### src/rtl/cory_axis_wr_master_pkg.sv
// Shared constants, helpers and state encodings
// for the cory AXI-style burst write master.
package cory_axis_wr_master_pkg;

  localparam int PAGE_BYTES = 4096;
  localparam int PAGE_BITS  = 12;

  function automatic int f_log2(input int v);
    int r;
    r = 0;
    while ((1 << r) < v) r++;
    return r;
  endfunction

  localparam int DEF_D     = 64;
  localparam int DEF_L     = 4;
  localparam int NUM_BYTE  = DEF_D / 8;
  localparam int BYTE_ADDR = f_log2(NUM_BYTE);
  localparam int MAX_BEATS = 1 << DEF_L;

  typedef enum logic [2:0] {
    IDLE,
    AW,
    W,
    B,
    DONE0
  } state_e;

endpackage

### src/rtl/cory_axis_burst_calc.sv
// Beats for the next burst: bounded by remaining
// words, max burst length and the 4 KB page edge.
import cory_axis_wr_master_pkg::*;

module cory_axis_burst_calc #(
  parameter int A = 32,
  parameter int D = 64,
  parameter int L = 4
) (
  input  logic [A-1:0] addr_i,
  input  logic [A-1:0] rem_i,
  output logic [L:0]   beats_o
);

  localparam int NB = D / 8;
  localparam int BA = f_log2(NB);
  localparam logic [12:0] MAXB = 13'(1 << L);

  logic [12:0] page_left;
  logic [12:0] cap;
  logic        unused_hi;

  assign unused_hi = ^addr_i[A-1:PAGE_BITS];

  assign page_left =
    (13'(PAGE_BYTES) -
     {1'b0, addr_i[PAGE_BITS-1:0]}) >> BA;

  assign cap = (page_left < MAXB) ?
               page_left : MAXB;

  assign beats_o = (rem_i < A'(cap)) ?
                   (L+1)'(rem_i) : (L+1)'(cap);

endmodule

### src/rtl/cory_axis_wr_master.sv
// Burst write master: splits one command into
// 4 KB-safe bursts, one outstanding at a time.
import cory_axis_wr_master_pkg::*;

module cory_axis_wr_master #(
  parameter int A = 32,
  parameter int D = 64,
  parameter int L = 4
) (
  input  logic         clk,
  input  logic         reset_n,
  input  logic         i_cmd_v,
  input  logic [A-1:0] i_cmd_a,
  input  logic [A-1:0] i_cmd_n,
  output logic         o_cmd_r,
  input  logic         i_d_v,
  input  logic [D-1:0] i_d_d,
  output logic         o_d_r,
  output logic         o_aw_v,
  output logic [A-1:0] o_aw_a,
  output logic [L-1:0] o_aw_l,
  input  logic         i_aw_r,
  output logic         o_w_v,
  output logic [D-1:0] o_w_d,
  output logic         o_w_l,
  input  logic         i_w_r,
  input  logic         i_b_v,
  output logic         o_b_r,
  output logic         o_busy,
  output logic         o_done
);

  localparam int NB = D / 8;
  localparam int BA = f_log2(NB);

  state_e       state_q;
  logic [A-1:0] addr_q;
  logic [A-1:0] rem_q;
  logic [L:0]   beats_q;
  logic [L-1:0] cnt_q;
  logic         aw_v_q;
  logic         b_r_q;
  logic         done_q;

  logic [A-1:0] nxt_addr;
  logic [A-1:0] nxt_rem;
  logic [A-1:0] calc_addr;
  logic [A-1:0] calc_rem;
  logic [L:0]   calc_beats;
  logic         in_w;
  logic         beat;

  assign nxt_addr  = addr_q + (A'(beats_q) << BA);
  assign nxt_rem   = rem_q - A'(beats_q);
  assign calc_addr = (state_q == IDLE) ?
                     i_cmd_a : nxt_addr;
  assign calc_rem  = (state_q == IDLE) ?
                     i_cmd_n : nxt_rem;

  cory_axis_burst_calc #(
    .A(A),
    .D(D),
    .L(L)
  ) u_calc (
    .addr_i (calc_addr),
    .rem_i  (calc_rem),
    .beats_o(calc_beats)
  );

  assign in_w = (state_q == W);
  assign beat = in_w & i_d_v & i_w_r;

  // Command sequencing: AW -> W -> B per burst.
  always_ff @(posedge clk or negedge reset_n) begin
    if (!reset_n) begin
      state_q <= IDLE;
      addr_q  <= '0;
      rem_q   <= '0;
      beats_q <= '0;
      cnt_q   <= '0;
      aw_v_q  <= 1'b0;
      b_r_q   <= 1'b0;
      done_q  <= 1'b0;
    end else begin
      done_q <= 1'b0;
      unique case (state_q)
        IDLE: if (i_cmd_v) begin
          addr_q  <= i_cmd_a;
          rem_q   <= i_cmd_n;
          beats_q <= calc_beats;
          if (i_cmd_n == '0) begin
            state_q <= DONE0;
            done_q  <= 1'b1;
          end else begin
            state_q <= AW;
            aw_v_q  <= 1'b1;
          end
        end
        AW: if (i_aw_r) begin
          aw_v_q  <= 1'b0;
          cnt_q   <= beats_q[L-1:0] - L'(1);
          state_q <= W;
        end
        W: if (beat) begin
          if (cnt_q == '0) begin
            state_q <= B;
            b_r_q   <= 1'b1;
          end else begin
            cnt_q <= cnt_q - L'(1);
          end
        end
        B: if (i_b_v) begin
          b_r_q   <= 1'b0;
          addr_q  <= nxt_addr;
          rem_q   <= nxt_rem;
          beats_q <= calc_beats;
          if (nxt_rem == '0) begin
            state_q <= DONE0;
            done_q  <= 1'b1;
          end else begin
            state_q <= AW;
            aw_v_q  <= 1'b1;
          end
        end
        DONE0: state_q <= IDLE;
        default: state_q <= IDLE;
      endcase
    end
  end

  assign o_cmd_r = (state_q == IDLE);
  assign o_busy  = (state_q != IDLE);
  assign o_aw_v  = aw_v_q;
  assign o_aw_a  = aw_v_q ? addr_q : '0;
  assign o_aw_l  = aw_v_q ?
                   (beats_q[L-1:0] - L'(1)) : '0;
  assign o_w_v   = in_w & i_d_v;
  assign o_w_d   = in_w ? i_d_d : '0;
  assign o_w_l   = in_w & (cnt_q == '0);
  assign o_d_r   = in_w & i_w_r;
  assign o_b_r   = b_r_q;
  assign o_done  = done_q;

`ifndef SYNTHESIS
  int unsigned hang_q;

  // Flag misaligned commands, X data, stuck requester.
  always_ff @(posedge clk or negedge reset_n) begin
    if (!reset_n) begin
      hang_q <= 0;
    end else begin
      if (i_cmd_v && o_cmd_r &&
          ((i_cmd_a & A'(NB - 1)) != '0))
        $display("ERROR cmd addr %0h unaligned",
                 i_cmd_a);
      if (beat && $isunknown(i_d_d))
        $display("ERROR unknown write data");
      if (i_cmd_v && o_busy)
        hang_q <= hang_q + 1;
      else
        hang_q <= 0;
      if (hang_q == 32'd1000000)
        $display("ERROR cmd_v held while busy");
    end
  end
`endif

endmodule

### config.mk
export PLATFORM = sky130hd
export DESIGN_NAME = cory_axis_wr_master
export DESIGN_NICKNAME = d
export VERILOG_FILES = /design/src/rtl/cory_axis_wr_master_pkg.sv /design/src/rtl/cory_axis_burst_calc.sv /design/src/rtl/cory_axis_wr_master.sv
export SDC_FILE = /design/constraint.sdc
export NUM_CORES = 1
export LEC_CHECK = 0
export ABC_AREA = 1
export CAP_MARGIN = 20
export CORE_AREA = 2 2 169 171
export CTS_BUF_LIST = sky130_fd_sc_hd__clkbuf_8
export CTS_CLUSTER_SIZE = 14
export DETAILED_ROUTE_END_ITERATION = 10
export DIE_AREA = 0 0 171 173
export GPL_TIMING_DRIVEN = 0
export MAX_ROUTING_LAYER = met4
export PLACE_DENSITY = 0.51
export SLEW_MARGIN = 20
export SYNTH_ARGS = -nofsm -noshare
export SYNTH_HDL_FRONTEND = slang
export SYNTH_HIERARCHICAL = 1
export SYNTH_SLANG_ARGS = --single-unit
### constraint.sdc
create_clock -name clk -period 8.5 [get_ports clk]
set_clock_uncertainty 0.05 [all_clocks]
set_input_delay 1.7 -clock clk [delete_from_list [all_inputs] [get_ports clk]]
set_output_delay 1.7 -clock clk [all_outputs]
set_load 0.02 [all_outputs]
Word level (Yosys, flattened, before mapping)
Index checks and enable logic that the tools add are counted.
{"block": "op_classes", "n_eq_ne": 11, "add_sub_neg": 5, "order_cmp": 2, "n_bitwise": 4, "mux": 43, "n_reduce_logical": 14}
{"op": "two-way mux 32 bit", "n": 6}
{"op": "case mux 32 bit (2 select lines)", "n": 2}
{"op": "zero test 32 bit", "n": 2}
{"op": "two-way mux 64 bit", "n": 1}
{"op": "adder 32 x 8 -> 32 bit", "n": 1}
{"op": "< comparator 32 x 13 -> 1 bit", "n": 1}
{"op": "subtractor 32 x 5 -> 32 bit", "n": 1}
{"op": "two-way mux 3 bit", "n": 7}
{"op": "two-way mux 4 bit", "n": 4}
{"op": "two-way mux 5 bit", "n": 3}
{"op": "subtractor 13 x 12 -> 13 bit, first input constant", "n": 1}
{"op": "two-way mux 1 bit", "n": 12}
{"op": "two-way mux 12 bit", "n": 1}
{"op": "inequality test 2 bit, second input constant", "n": 6}
{"op": "case mux 3 bit (4 select lines)", "n": 1}
{"op": "< comparator 10 x 5 -> 1 bit, second input constant", "n": 1}
{"op": "two-way mux 10 bit", "n": 1}
{"op": "case mux 5 bit (2 select lines)", "n": 1}
{"op": "case mux 4 bit (2 select lines)", "n": 1}
{"op": "AND reduction 4 bit", "n": 2}
{"op": "subtractor 4 x 1 -> 4 bit, second input constant", "n": 2}
{"op": "equality test 3 x 2 -> 1 bit, second input constant", "n": 2}
{"op": "AND reduction 6 bit", "n": 1}
{"op": "nonzero test 2 bit", "n": 3}
{"op": "10 further kinds", "n": 16}
{"block": "totals", "wordCells": 87, "ff_bits": 79, "in_bits": 135, "out_inout_bits": 108}

Longest topological paths before layout
{"block": "depth", "word_depth": 9, "mapped_depth": 30, "depth_no_buf": 30}

Cells and area by module
The synthesis kept the hierarchy.
{"module": "cory_axis_wr_master", "cells_each": 1298, "instances": 1, "seq_area_each_um2": 1976.9, "area_per_inst_um2": 7638.6}
{"module": "cory_axis_burst_calc", "cells_each": 90, "instances": 1, "seq_area_each_um2": 0.0, "area_per_inst_um2": 538.0}

Worst setup path after synthesis
OpenSTA, ideal clock, no wires.
{"block": "synth_timing", "path_kind": "input to output", "from": "input i_w_r", "to": "output o_d_r", "path_buffers": 0, "required_ns": 6.750, "setup_slack_ns": 4.736, "arrival_time_ns": 2.014, "cell_stages": 2, "cell_sequence": "inv_1 > nor2_1"}
{"block": "synth_between", "elab_chain_len": 1}
{"item": "from (decl)", "line_no": "cory_axis_wr_master.sv:26", "source": "input logic i_w_r,"}
{"item": "AND 1 bit", "line_no": "cory_axis_wr_master.sv:140", "source": "assign o_d_r = in_w & i_w_r;"}
{"item": "to (decl)", "line_no": "cory_axis_wr_master.sv:18", "source": "output logic o_d_r,"}
Every way passes these cells.

Worst setup path after layout
{"block": "layout_timing", "from": "register state_q[2]", "to": "output o_cmd_r"}
{"block": "layout_between", "elab_chain_len": 1}
{"item": "from (decl)", "line_no": "cory_axis_wr_master.sv:36", "source": "state_e state_q;"}
{"item": "from (signal assigned)", "line_no": "cory_axis_wr_master.sv:76", "source": "state_q <= IDLE;"}
{"item": "from (signal assigned)", "line_no": "cory_axis_wr_master.sv:92", "source": "state_q <= DONE0;"}
{"item": "from (signal assigned)", "line_no": "cory_axis_wr_master.sv:95", "source": "state_q <= AW;"}
{"item": "zero test 3 bit", "line_no": "cory_axis_wr_master.sv:131", "source": "assign o_cmd_r = (state_q == IDLE);"}
{"item": "to (decl)", "line_no": "cory_axis_wr_master.sv:15", "source": "output logic o_cmd_r,"}
Every way passes these cells.

==> qor.csv <==
stage;metric;value;unit
outcome;status;completed;
die;die_w;171;um
global_route;grt_pass1_wl;53200;um
power;internal_power;1.71;mW
timing;finalSetupTns;0;ns
die;design.die.area;0.0296;mm2
cts;clk_pin_slew_worst_paths;0.09;ns
setup_path;critPathMaxFanout;10;
die;ios;243;
global_route;grt_max_degree;46;
cts;cts.sinks;79;
power;seq_power_share;0.187;
global_route;grt_pass1_vias;9040;
drt;drc;0;
drt;vias_per_cell;4.69;
cts;cts_tree;done;
drt;final_antenna_net_count;0;
timing;fin_crit;4.89;ns
die;rows;61;
finish;fin_util;0.402;
setup_path;cp-startpoint;state_q[2];
drt;via_count;9327;
place;dp_hpwl;28100;um
synth;syn_area_per_cell;5.93;um2
global_route;track_usage;0.242;
place;routabilityCongestion;0.950;
timing;hold_viol;0;
setup_path;crit_arrival;3.14;ns
cts;cts_inserted_buffers;9;
power;p_sw;2.33;mW
synth;syn_area;0.00799;mm2
drt;routed_wl;34600;um
setup_path;rr_worst_depth;28;
power;vdd_drop_max;0.000131;V
setup_path;rr_endpoint;beats_q[4];
power;power_density;363;mW/mm2
setup_path;cp-start-kind;flop;
cts;cts-root-buf;clkbuf_8;
cts;postCtsSetupRepairBufs;0;
finish;syn_to_final_growth;39.2;%
global_route;grt-ovfl-total;0;
setup_path;path_class;reg2out;
finish;fill_cells;3077;
global_route;antenna_found_initial;0;
timing;clock.fmax;205;MHz
drt;dr.pass1.iters;5;
timing;period_share;0.575;
drt;wl_per_cell;17.4;um
place;io_buffers;242;
cts;cts.repair.resized;0;
synth;synthCells;1348;
die;start_util;0.289;
timing;setup_viol;0;
setup_path;crit_required;6.75;ns
cts;cts_buffer_depth;2;
timing;max_slew_margin;0.465;
finish;layout-drive-gt1-share;0.0621;
min_path;min_path_cells;2;
timing;rsz0062_at_grt;no;
setup_path;rrSetupSlack;4.19;ns
finish;final_nets;1764;
finish;antenna_cells;0;
cts;holdBufCountCts;0;
power;combPwrFrac;0.739;
power;power_switching_share;0.576;
min_path;hold_path.class;reg2reg;
die;core_area;0.0276;mm2
setup_path;reg2reg_from;beats_q[0];
setup_path;end_kind;primary output;
setup_path;crit_path_end;o_cmd_r;
timing;drv_slew;0;
drt;drtIter0Drc;776;
synth;yosys_warnings;6;
die;die_h;173;um
cts;htreeDepth;3;
job;timing.max_cap.violations;0;
power;p_leak;5.36;nW
timing;tightest_slew;0.802;ns
cts;clock_latency;0.40;ns
power;pwr-share-clk;0.074;
worst min-delay path by stage:
stage	from	end	slack, ns
6_report	o_b_r	o_b_r	0.45
5_1_grt	rem_q[4]	rem_q[4]	0.49
4_1_cts	o_b_r	o_b_r	0.46
3_5_place_dp	o_b_r	o_b_r	0.43
3_3_place_gp	rem_q[4]	rem_q[4]	0.43
2_1_floorplan	rem_q[4]	rem_q[4]	0.41
final cells by class:
cell class | instances | area [um2] | share of cell area
Multi-Input combinational cell | 964 | 4850 | 0.437
Clock inverter | 6 | 51.3 | 0.00461
Tap cell | 378 | 473 | 0.0425
Buffer | 53 | 211 | 0.0190
Timing Repair Buffer | 243 | 2450 | 0.220
Sequential cell | 79 | 1980 | 0.178
Inverter | 256 | 961 | 0.0864
Clock buffer | 10 | 138 | 0.0124
stage by stage:
step	instances	total power [mW]	hold WS (ns)	worst slack [ns]	area, um2
3_3_place_gp	1972	3.71	0.430	2.28	10900
3_5_place_dp	1973	3.73	0.435	3.71	10900
4_1_cts	1989	4.04	0.456	3.64	11100
5_1_grt	1989	4.41	0.486	3.47	11100
6_report	1989	4.04	0.449	3.61	11100
2_1_floorplan	1352	2.58	0.409	4.74	8000
registers in the layout, indices dropped and copies added (netlist names):
name and flops:
o_aw_v 1, rem_q 32, state_q 3, addr_q 32, o_b_r 1, beats_q 5
cnt_q 4, o_done 1
routing by layer:
| layer | vias up | routed length, um | track usage |
|---|---|---|---|
| met4 | 0 | 877 | 0.0681 |
| met3 | 46 | 1630 | 0.0282 |
| met2 | 268 | 16400 | 0.387 |
| li1 | 4724 | - | - |
| met5 | - | 0 | - |
| met1 | 4289 | 15700 | 0.321 |
power by group through the flow:
stage	Clock (mW)	Sequential (mW)	Combinational, mW
4_1_cts	0.302	0.751	2.98
6_report	0.298	0.755	2.98
5_1_grt	0.317	0.783	3.31
2_1_floorplan	0	0.698	1.89
3_3_place_gp	0	0.757	2.95
3_5_place_dp	0	0.757	2.97
critical path, cell delays in order (launching register included):
cell and delay (ns):
dfrtp_1 0.45, nor2_1 0.20, nand2_1 0.26, inv_1 0.17, clkbuf_1 0.47, clkbuf_1 0.48, clkdlybuf4s50_1 0.72
cell usage in the layout, fill, tap and decap left out, types with 7 or more instances in the layout:
master	count
nor2_1	179
nor2_2	14
buf_2	10
nor3_1	14
inv_2	10
a21oi_1	55
o211ai_1	15
nor4_1	18
xnor2_1	7
clkdlybuf4s50_1	241
nand2_1	320
ha_1	21
inv_1	245
clkbuf_1	38
dfrtp_1	79
nand4_1	16
clkbuf_8	10
nand2_2	16
o21ai_1	8
nand3_1	61
nor2_4	13
xor2_1	18
o21ai_0	146
Power figures use the tool's default switching activity.
